`src/rtl/mult_pkg.sv`:
```
// mult_pkg: shared types and partial-product helper for the pipelined multiplier
package mult_pkg;
    typedef enum logic {MODE_UNSIGNED = 1'b0, MODE_SIGNED = 1'b1} mult_mode_e;

    function automatic bit rows_divide(int width, int rows);
        return rows > 0 && width % rows == 0;
    endfunction

    function automatic logic [63:0] row_pp(input logic [31:0] a, input logic b_bit, input int idx,
                                           input logic signed_mode, input logic last, input int width);
        logic [63:0] ext;
        logic [63:0] pp;
        ext = (signed_mode && a[5'(width - 1)]) ? ({32'd0, a} | (~64'd0 << width)) : {32'd0, a};
        pp = b_bit ? ext << idx : 64'd0;
        return (signed_mode && last) ? -pp : pp;
    endfunction
endpackage

```
`src/rtl/mult_pp_stage.sv`:
```
// mult_pp_stage: one pipeline stage adding ROWS partial-product rows to the running accumulator
module mult_pp_stage
    import mult_pkg::*;
#(
    parameter int WIDTH = 8,
    parameter int ROWS  = 1,
    parameter int TAG_W = 4,
    parameter int IDX   = 0
) (
    input  logic               clk,
    input  logic               rst,
    input  logic               adv,
    input  logic [2*WIDTH-1:0] acc_in,
    input  logic [WIDTH-1:0]   a,
    input  logic [WIDTH-1:0]   b,
    input  mult_mode_e         mode,
    input  logic [TAG_W-1:0]   tag,
    input  logic               valid,
    output logic [2*WIDTH-1:0] acc_out,
    output logic [WIDTH-1:0]   a_out,
    output logic [WIDTH-1:0]   b_out,
    output mult_mode_e         mode_out,
    output logic [TAG_W-1:0]   tag_out,
    output logic               valid_out
);
    localparam int PW = 2 * WIDTH;

    logic [PW-1:0] part [ROWS+1];

    assign part[0] = acc_in;

    for (genvar j = 0; j < ROWS; j++) begin : g_row
        assign part[j+1] = part[j] + PW'(row_pp(32'(a), b[IDX*ROWS+j], IDX * ROWS + j,
                                                 mode == MODE_SIGNED, IDX * ROWS + j == WIDTH - 1, WIDTH));
    end

    always_ff @(posedge clk) begin
        if (rst) begin
            acc_out   <= '0;
            a_out     <= '0;
            b_out     <= '0;
            mode_out  <= MODE_UNSIGNED;
            tag_out   <= '0;
            valid_out <= 1'b0;
        end else if (adv) begin
            acc_out   <= part[ROWS];
            a_out     <= a;
            b_out     <= b;
            mode_out  <= mode;
            tag_out   <= tag;
            valid_out <= valid;
        end
    end
endmodule

```
`src/rtl/mult_pipe_param.sv`:
```
// mult_pipe_param: pipelined WIDTHxWIDTH array multiplier with valid/ready flow control and tag
module mult_pipe_param
    import mult_pkg::*;
#(
    parameter int WIDTH          = 8,
    parameter int ROWS_PER_STAGE = 1,
    parameter int TAG_W          = 4
) (
    input  logic               clk,
    input  logic               rst,
    input  logic               in_valid,
    output logic               in_ready,
    input  logic [WIDTH-1:0]   in_a,
    input  logic [WIDTH-1:0]   in_b,
    input  logic               in_signed,
    input  logic [TAG_W-1:0]   in_tag,
    output logic               out_valid,
    input  logic               out_ready,
    output logic [2*WIDTH-1:0] out_prod,
    output logic [TAG_W-1:0]   out_tag
);
    localparam int  NSTG   = WIDTH / ROWS_PER_STAGE;
    localparam bit  CFG_OK = rows_divide(WIDTH, ROWS_PER_STAGE);

    if (!CFG_OK) begin : g_bad_cfg
        $error("mult_pipe_param: ROWS_PER_STAGE must divide WIDTH");
    end

    logic                 adv;
    logic [2*WIDTH-1:0]   acc   [NSTG+1];
    logic [WIDTH-1:0]     a_s   [NSTG+1];
    logic [WIDTH-1:0]     b_s   [NSTG+1];
    mult_mode_e           mode_s[NSTG+1];
    logic [TAG_W-1:0]     tag_s [NSTG+1];
    logic                 vld_s [NSTG+1];

    assign adv       = !out_valid || out_ready;
    assign in_ready  = rst || adv;
    assign acc[0]    = '0;
    assign a_s[0]    = in_a;
    assign b_s[0]    = in_b;
    assign mode_s[0] = mult_mode_e'(in_signed);
    assign tag_s[0]  = in_tag;
    assign vld_s[0]  = in_valid;

    for (genvar k = 0; k < NSTG; k++) begin : g_stage
        mult_pp_stage #(
            .WIDTH(WIDTH),
            .ROWS (ROWS_PER_STAGE),
            .TAG_W(TAG_W),
            .IDX  (k)
        ) u_stage (
            .clk      (clk),
            .rst      (rst),
            .adv      (adv),
            .acc_in   (acc[k]),
            .a        (a_s[k]),
            .b        (b_s[k]),
            .mode     (mode_s[k]),
            .tag      (tag_s[k]),
            .valid    (vld_s[k]),
            .acc_out  (acc[k+1]),
            .a_out    (a_s[k+1]),
            .b_out    (b_s[k+1]),
            .mode_out (mode_s[k+1]),
            .tag_out  (tag_s[k+1]),
            .valid_out(vld_s[k+1])
        );
    end

    assign out_valid = vld_s[NSTG];
    assign out_prod  = acc[NSTG];
    assign out_tag   = tag_s[NSTG];
endmodule

```
`config.mk`:
```
export PLATFORM = sky130hd
export DESIGN_NAME = mult_pipe_param
export DESIGN_NICKNAME = d
export VERILOG_FILES = /design/src/rtl/mult_pkg.sv /design/src/rtl/mult_pp_stage.sv /design/src/rtl/mult_pipe_param.sv
export SDC_FILE = /design/constraint.sdc
export NUM_CORES = 1
export LEC_CHECK = 0
export ABC_AREA = 1
export CAP_MARGIN = 10
export CORE_MARGIN = 3
export CORE_UTILIZATION = 45
export CTS_CLUSTER_DIAMETER = 120
export DETAILED_ROUTE_END_ITERATION = 10
export HOLD_SLACK_MARGIN = 0.06
export PLACE_DENSITY = 0.58
export SLEW_MARGIN = 15
export SYNTH_ARGS = -nofsm -noshare
export SYNTH_HDL_FRONTEND = slang
export SYNTH_SLANG_ARGS = --single-unit
```
`constraint.sdc`:
```
create_clock -name clk -period 2.8 [get_ports clk]
set_input_delay 0.42 -clock clk [delete_from_list [all_inputs] [get_ports clk]]
set_output_delay 0.42 -clock clk [all_outputs]
set_load 0.005 [all_outputs]
```
==> reports/metrics.cfg <==
[sta]
drv_slew=0
fin_ws_ns=0.442
rsz0062_at_grt=no
worstMarginPinSlew_ns=0.624
max_slew_margin=0.584
skew_ns=0.0157
layout_min_cycle_time_ns=2.36
finalSetupViolCount=0
final.setup.tns_ns=0
hold_viol_final=0
fmaxAchievable_mhz=424
finalCritPeriodShare=0.842
hold_slack_ns=0.439

[yosys]
synth_area_leaders=dfxtp_1 (41%), nand2_1 (13%), inv_1 (8.9%)
netlist_instances=1663
synth_top_family_by_area=simple AND/OR/NAND/NOR gates
yosys_warnings=0
synth-seq-area-share=0.411
yosys.area_share.simple=0.195
synth-compound-area-share=0.165
yosys.area_share.xor_xnor=0.0164
ys_async_sr_fraction=0
syn_avg_cell_area_um2=7.39
synth_common_cells=nand2_1 (418), inv_1 (292), dfxtp_1 (252)
synth_edf_count=0
ys_ff_latch=252
muxShareOfSynthArea=0
synth_most_common_cell=nand2_1
synthFlopType=dfxtp_1
yosys.area.top_type=dfxtp_1
synthAdderAreaFrac=0.0858
synth_top_area_frac=0.411
synth.net_count=1768
synth_area_mm2=0.0123
synth.distinct_cells=33

[power]
p_total_mw=7.71
clkPwrFrac=0.482
p_int_mw=6.04
peakVddDrop_uv=524
p_sw_mw=1.67
sw_frac_of_total=0.216
p_seq_frac=0.479
power_frac_comb=0.039
power.density_mw_per_mm2=559
p_leak_nw=6.51

[job]
drv_cap=0

[run_status]
status=finished, final reports clean

[placement]
dpl.cell_count=1977
pre_cts_ws_ns=0.457
dp_hpwl_um=19100
io_buffers=46
globalplace.congestion=0.894

[finish]
nets=1776
antennaDiodeCount=0
drive_gt1_frac=0.0384
final_cells=2027
area_growth_syn_to_layout_pct=12.2

[clock_network]
h-tree-depth=1
cts_buffers=27
cts_setup_buffers=0
cts_tree=yes
clkSlewWorstSetupHoldPaths_ns=0.06
cts_buffer_depth=3
cts_sinks=252
clock-root-buffer=clkbuf_16
clkLatencyLatePin_ns=0.55
postCtsHoldBufs=0
cts_resized=0

[die]
core_mm2=0.0264
die_area_mm2=0.0293
io_pins=47
fp.dieW_um=171
start_util=0.465
die_y_um=171
fp-row-count=59

[routing]
initialDrtViolationCount=585
first_pass_iters=5
vias=10100
drc_errors=0
wl_per_cell_um=13.6
drt_wl_total_um=27600
ant_nets=0
via_per_inst=4.97

[global_routing]
antenna_found_initial=0
grt.total_usage=0.191
grt_max_degree=142
globalRouteOverflowTotal=0
grt_first_pass_wirelength_um=47000
first_global_vias=9622

[worst_setup_path]
cp.arrival_ns=1.94
crit_fanout=14
worst-endpoint-required_ns=2.38
cp-end-kind=output port
critPathLaunchType=flop
critPathKind=flop to output port

[worst_hold_path]
hold_path.class=input port to flop

cells in the final DEF, fill, tap and decap left out, types with 4 or more instances in the layout:
master / instances
a21o_1: 6
a21oi_1: 74
a22o_1: 8
a31oi_1: 6
buf_12: 6
bufinv_16: 4
clkbuf_1: 9
clkbuf_16: 27
clkbuf_8: 4
clkdlybuf4s50_1: 46
clkinv_2: 4
dfxtp_1: 252
fa_1: 7
ha_1: 73
inv_1: 292
nand2_1: 418
nand3_1: 86
nand4_1: 16
nor2_1: 62
o21ai_0: 111
o21ai_1: 14
o21bai_1: 8
o22ai_1: 105
o22ai_2: 10
xnor2_1: 10
xor2_1: 13
final timing paths:
| path | startpoint | end | slack (ns) | cells past startpoint |
|---|---|---|---|---|
| worst max register to register | g_stage[6].u_stage.b_out[7] | g_stage[7].u_stage.acc_out[15] | 0.45 | 14 |
| worst max-delay path | g_stage[7].u_stage.valid_out | in_ready | 0.44 | 6 |
| worst min register to register | g_stage[7].u_stage.acc_out[10] | g_stage[7].u_stage.acc_out[10] | 0.45 | 2 |
| worst min-delay path | in_b[7] | g_stage[0].u_stage.b_out[7] | 0.44 | 3 |
sequential cells by signal (all words and copies together), names as in the netlist:
register                   flops
g_stage.u_stage.acc_out      121
g_stage.u_stage.a_out         56
g_stage.u_stage.tag_out       32
g_stage.u_stage.b_out         28
g_stage.u_stage.valid_out      8
g_stage.u_stage.mode_out       7
cell families (layout without fill, tap and decap cells):
family,Yosys count,after routing
and+or+nand+nor,592,592
AOI/OAI and AO/OA,346,346
DFF,252,252
buffers and inverters,370,399
adders and majority gates,80,80
xor gates and xnor gates,23,23
metal layers:
| metal | track usage | up-vias | share of wire |
|---|---|---|---|
| met3 | 0.0244 | 27 | 0.036 |
| met1 | 0.291 | 4532 | 0.54 |
| met5 | 0 | - | 0 |
| li1 | - | 5380 | - |
| met2 | 0.292 | 132 | 0.42 |
| met4 | 0.0374 | 0 | 0.013 |
power groups by stage:
stage               clock network, mW  registers [mW]  logic [mW]
detailed placement                  0            3.77       0.297
global route                     3.98            3.70       0.336
floorplan                           0            3.76       0.199
CTS                              3.84            3.70       0.300
global placement                    0            3.77       0.296
finish                           3.72            3.70       0.298
per-stage QoR:
stage,instance area [um2],util
after floorplan,12300,-
after global placement,12900,0.486
after detailed placement,12900,0.486
after CTS,13800,0.522
after global routing,13800,0.522
final,13800,0.522
area by class of cell:
cell class,count,area [um2]
clock buffers,40,764
clock inverters,10,168
fillers,2650,12600
inverters,295,1110
multi-input cells,1041,5680
flip-flops and latches,252,5040
well taps,335,419
repair buffers,54,596
worst max-delay path, cell delays in order (launching register included):
cell	delay (ns)
dfxtp_1	0.33
inv_1	0.05
nor2_2	0.16
inv_2	0.17
nor2_4	0.18
inv_4	0.05
clkdlybuf4s50_1	0.44
(Power assumes the default switching activity.)
